### src/rtl/ascii_digit_streamer.sv
// ascii_digit_streamer
// Snapshots four ASCII digit bytes plus an overflow flag on a start pulse and
// streams them MSD first over a valid/ready byte interface, ending each frame
// with an optional CR and a terminator byte.
//
// Ports:
//   clk         clock, all state changes on the rising edge
//   rst         asynchronous active-high reset
//   start       one-cycle frame request, honoured only when idle
//   overflow_in counter overflow flag, captured with the digits
//   value3..0   ASCII digits, value3 most significant
//   out_data    current byte, held until accepted
//   out_valid   out_data holds a byte
//   out_ready   sink accepts the byte on an edge with out_valid high
//   busy        frame in progress
//   missed      one-cycle pulse for a start that arrived while not idle
`timescale 1ns/1ps

module ascii_digit_streamer #(
  parameter bit         SUPPRESS_ZEROS = 1'b0,
  parameter bit         EMIT_CR        = 1'b1,
  parameter logic [7:0] TERM_BYTE      = 8'h0A
) (
  input  logic       clk,
  input  logic       rst,
  input  logic       start,
  input  logic       overflow_in,
  input  logic [7:0] value3,
  input  logic [7:0] value2,
  input  logic [7:0] value1,
  input  logic [7:0] value0,
  output logic [7:0] out_data,
  output logic       out_valid,
  input  logic       out_ready,
  output logic       busy,
  output logic       missed
);

  localparam int unsigned BYTE_W = 8;
  localparam int unsigned IDX_W  = 2;

  localparam logic [BYTE_W-1:0] ASCII_ZERO = 8'h30;
  localparam logic [BYTE_W-1:0] ASCII_NINE = 8'h39;
  localparam logic [BYTE_W-1:0] ASCII_BANG = 8'h21;
  localparam logic [BYTE_W-1:0] ASCII_QM   = 8'h3F;
  localparam logic [BYTE_W-1:0] ASCII_CR   = 8'h0D;

  typedef enum logic [2:0] {
    IDLE  = 3'd0,
    FLAG  = 3'd1,
    DIGIT = 3'd2,
    CR    = 3'd3,
    TERM  = 3'd4
  } state_t;

  state_t                      state, state_nxt;
  logic [IDX_W-1:0]            idx, idx_nxt;
  logic [3:0][BYTE_W-1:0]      dig, dig_nxt;
  logic                        ovf, ovf_nxt;
  logic                        fire;
  logic [BYTE_W-1:0]           data_nxt;
  logic                        valid_nxt;
  logic                        missed_nxt;

  // Highest non-'0' position among 3..1; position 0 is always sent.
  function automatic logic [IDX_W-1:0] first_idx(input logic [3:0][BYTE_W-1:0] d);
    first_idx = IDX_W'(0);
    if (d[1] != ASCII_ZERO) first_idx = IDX_W'(1);
    if (d[2] != ASCII_ZERO) first_idx = IDX_W'(2);
    if (d[3] != ASCII_ZERO) first_idx = IDX_W'(3);
  endfunction

  // Anything outside '0'..'9' is shown as '?'.
  function automatic logic [BYTE_W-1:0] sanitize(input logic [BYTE_W-1:0] b);
    sanitize = (b >= ASCII_ZERO && b <= ASCII_NINE) ? b : ASCII_QM;
  endfunction

  assign fire = out_valid & out_ready;

  // State and snapshot registers.
  always_ff @(posedge clk or posedge rst) begin
    if (rst) begin
      state <= IDLE;
      idx   <= IDX_W'(3);
      dig   <= {4{ASCII_ZERO}};
      ovf   <= 1'b0;
    end else begin
      state <= state_nxt;
      idx   <= idx_nxt;
      dig   <= dig_nxt;
      ovf   <= ovf_nxt;
    end
  end

  // Next-state logic; the snapshot is taken only when a frame is accepted.
  always_comb begin
    state_nxt = state;
    idx_nxt   = idx;
    dig_nxt   = dig;
    ovf_nxt   = ovf;
    case (state)
      IDLE: begin
        if (start) begin
          dig_nxt = {value3, value2, value1, value0};
          ovf_nxt = overflow_in;
          idx_nxt = SUPPRESS_ZEROS ? first_idx(dig_nxt) : IDX_W'(3);
          if (ovf_nxt) state_nxt = FLAG;
          else         state_nxt = DIGIT;
        end
      end
      FLAG: if (fire) state_nxt = DIGIT;
      DIGIT: begin
        if (fire) begin
          if (idx == IDX_W'(0)) begin
            if (EMIT_CR) state_nxt = CR;
            else         state_nxt = TERM;
          end else begin
            idx_nxt = idx - IDX_W'(1);
          end
        end
      end
      CR:      if (fire) state_nxt = TERM;
      TERM:    if (fire) state_nxt = IDLE;
      default: state_nxt = IDLE;
    endcase
  end

  // Output values for the coming cycle, derived from the next state so the
  // byte lands on the same edge the state advances.
  always_comb begin
    data_nxt   = 8'h00;
    valid_nxt  = (state_nxt != IDLE);
    missed_nxt = start & (state != IDLE);
    case (state_nxt)
      FLAG:    data_nxt = ASCII_BANG;
      DIGIT:   data_nxt = sanitize(dig_nxt[idx_nxt]);
      CR:      data_nxt = ASCII_CR;
      TERM:    data_nxt = TERM_BYTE;
      default: data_nxt = 8'h00;
    endcase
  end

  // Registered outputs.
  always_ff @(posedge clk or posedge rst) begin
    if (rst) begin
      out_data  <= 8'h00;
      out_valid <= 1'b0;
      busy      <= 1'b0;
      missed    <= 1'b0;
    end else begin
      out_data  <= data_nxt;
      out_valid <= valid_nxt;
      busy      <= valid_nxt;
      missed    <= missed_nxt;
    end
  end

endmodule

### config.mk
export PLATFORM = sky130hd
export DESIGN_NAME = ascii_digit_streamer
export DESIGN_NICKNAME = d
export VERILOG_FILES = /design/src/rtl/ascii_digit_streamer.sv
export SDC_FILE = /design/constraint.sdc
export NUM_CORES = 1
export LEC_CHECK = 0
export CORE_UTILIZATION = 40
export CTS_CLUSTER_DIAMETER = 30
export DETAILED_ROUTE_END_ITERATION = 8
export PLACE_DENSITY_LB_ADDON = 0.15
export SYNTH_ARGS = -nofsm -noshare
export SYNTH_HDL_FRONTEND = slang
export SYNTH_SLANG_ARGS = --single-unit
### constraint.sdc
create_clock -name clk -period 3.3 [get_ports clk]
set_input_delay 0.66 -clock clk [delete_from_list [all_inputs] [get_ports clk]]
set_output_delay 0.66 -clock clk [all_outputs]
set_load 0.01 [all_outputs]
==> reports/qor.csv <==
stage,metric,value,unit
place,# port buffers,47,
yosys,top_reg_cell synth,dfrtp_1,
clock_network,CTS resizes,0,
die,core area,0.00554,sq mm
critical_path,CP required,3480,ps
place,HPWL Detailed,4000,microns
critical_path,Crit Path Class,primary input to flip-flop,
timing,clk_skew,9.67,ps
timing,Final Hold Slack,462,ps
min_path,type of the tightest min-delay check,flip-flop to flip-flop,
timing,Final Setup Violations,0,
die,row cnt,27,
yosys,Post-synth ARST share,1.00,
global_routing,GRT Resource Usage Total,0.191,
die,Ports,48,
layout,fill count,534,
global_routing,initial antenna violation count,0,
route,Routed met1 length,2540,microns
clock_network,CTS tree,yes,
power,peak supply drop,0.301,mV
timing,Worst-Margin Slew,929,ps
place,Placed Cells,365,
yosys,number of synthesized flops with an enable pin,0,
clock_network,H-tree levels,2,
route,wire per inst,14.3,microns
yosys,Synth Warn #,0,
run_status,status,finished clean,
yosys,Mapped Area,0.00232,sq mm
power,Clock power frac,0.129,
yosys,mean post-synth cell area,9.28,sq um
yosys,Yosys reg bits,47,
clock_network,clock root buffer,clkbuf_8,
clock_network,CTS sink cnt,47,
critical_path,Worst Setup Start Kind,primary input,
yosys,register area share after synthesis,0.512,
clock_network,worst skew pair latency,300,ps
power,power per cell area,874,mW/mm^2
place,placed inst area,0.00287,sq mm
die,initial core utilization,0.419,
clock_network,hold buffers post-CTS,0,
global_routing,first-pass GRT wire length,8960,microns
timing,fin crit share,0.853,
die,chip width,78.2,microns
layout,share of cells above drive strength 1,0.123,
route,Vias,1934,
layout,FF/Latch Area,0.00119,sq mm
global_routing,GRT overflow,0,
layout,multi-input combinational cell area,0.00102,sq mm
power,Sw Pwr,1.01,mW
clock_network,# Post-CTS Setup Buffers,0,
critical_path,CP Capture Type,flip-flop,
die,Die Y,78.2,microns
route,top routing layer used,met4,
layout,Antenna Diode Count,0,
route,met2 routed WL,2380,microns
power,combinational share of power,0.458,
route,Routed Antenna Nets,0,
die,full die area,0.00611,sq mm
yosys,Yosys cell types,49,
clock_network,TritonCTS Buffers,5,
route,Post-Route WL,5330,microns
timing,setup_tns,0,ps
layout,Layout area overhead,27.0,%
global_routing,largest net degree at the start of global routing,48,
route,met3 WL,287,microns
route,drt drc,0,
power,total power,2.58,mW
timing,Max Slew Vio Count,0,
layout,Final nets,337,
timing,Rel. slew slack,0.380,
timing,Final Hold Viols,0,
power,P_int,1.56,mW
layout,non-filler cells in the finished layout,373,
critical_path,CP max FO,9,
global_routing,vias in the first global route,1854,
power,Reg power frac,0.413,
timing,FMAX,355,MHz
critical_path,"Arr. time, crit path",3000,ps
route,DR vias/cell,5.18,
critical_path,reg2reg setup slack,740,ps
route,drt first pass iters,4,
timing,RSZ-0062 raised after global routing,no,
clock_network,Clock transition at path regs,90,ps
power,leakage power,1.33,nW
route,starting DRC count in detailed routing,122,
job,Max Cap Viol,0,
power,sw frac,0.393,
timing,min cycle time layout,2820,ps
place,Placer Congestion,0.903,
yosys,Synth Instances,250,
clock_network,clk buf depth,2,
layout,final instance area,0.00295,sq mm
-- flip-flops by register name, summed over array words and instances, names as in the netlist --
name,cells
missed,1
idx,2
busy,1
state,3
out_data,8
dig,32
-- synthesized netlist by cell type, types with 2 or more instances --
cell type	count	area share
nor2_1	18	0.029
mux2i_1	4	0.017
buf_6	2	0.0097
nand3_1	2	0.0043
nand2_1	85	0.14
and3b_1	2	0.0075
buf_2	6	0.013
nor3_1	3	0.0065
nand4_1	3	0.0081
a211oi_1	4	0.013
dfrtp_1	37	0.40
inv_1	10	0.016
buf_1	2	0.0032
a21oi_1	6	0.013
a31oi_1	4	0.011
o21ai_1	3	0.0065
o311a_1	3	0.013
o21ai_0	8	0.017
dfstp_2	10	0.11
a32oi_1	2	0.0075
o211ai_1	3	0.0097
mux2_2	6	0.029
-- power by group through the flow --
stage	registers, mW	logic, mW	clock network, mW
final	1.06	1.18	0.333
after global placement	1.07	1.17	0
after CTS	1.06	1.19	0.344
after global routing	1.09	1.31	0.364
after detailed placement	1.08	1.18	0
after floorplan	1.00	0.860	0
-- worst paths after layout --
kind,startpoint,end,cells after the start
min in group asynchronous,rst,dig[9],2
max in group asynchronous,rst,out_data[4],2
worst max-delay path,start,out_data[3],9
worst max register to register,state[0],out_data[3],8
worst min register to register,dig[4],dig[4],2
worst min-delay path,dig[4],dig[4],2
-- through the flow --
step / util / setup slack, ps
2_1_floorplan: - / 1030
5_1_grt: 0.532 / 298
6_report: 0.532 / 484
3_3_place_gp: 0.517 / 223
3_5_place_dp: 0.517 / 199
4_1_cts: 0.532 / 508
-- critical path, stage by stage --
cell and delay (ps):
clkdlybuf4s50_1 550, nor4b_4 420, buf_4 260, mux2_2 350, o211ai_1 190, o311a_1 180
a31oi_1 60, o31ai_1 240, nand2_1 70
-- placed cells by master (no fill, tap or decap), types with 3 or more instances in the layout --
master	n
o211ai_1	3
mux2i_1	4
a211oi_1	4
clkdlybuf4s50_1	47
dfrtp_1	37
nor3_1	3
clkbuf_8	5
buf_4	7
inv_1	9
nand2_1	85
a31oi_1	4
nor2_1	18
o21ai_0	8
o311a_1	3
mux2_2	6
nand4_1	3
a21oi_1	6
o21ai_1	3
dfstp_2	10
-- per-layer routing --
metal  global-route usage  vias up
met5                    0        -
li1                     -      951
met1                0.263      908
met4               0.0704        0
met2                0.291       58
met3               0.0453       17
-- cell families (layout without fill, tap and decap cells) --
logic type / after synthesis / after routing / synth area share
and+or+nand+nor: 122 / 122 / 0.239
DFF: 47 / 47 / 0.512
AOI/OAI and AO/OA: 45 / 45 / 0.142
buffers and inverters: 23 / 73 / 0.0485
muxes: 11 / 11 / 0.0528
other: 1 / 2 / 0.00162
xor gates and xnor gates: 1 / 1 / 0.00377
-- area by class of cell --
| class | instances | area share |
|---|---|---|
| Clock buffer | 7 | 0.0259 |
| Tap cell | 72 | 0.0306 |
| Timing Repair Buffer | 54 | 0.177 |
| Sequential cell | 47 | 0.403 |
| Multi-Input combinational cell | 181 | 0.347 |
| Inverter | 11 | 0.0140 |
| Clock inverter | 1 | 0.00170 |
Power figures use the tool's default switching activity.
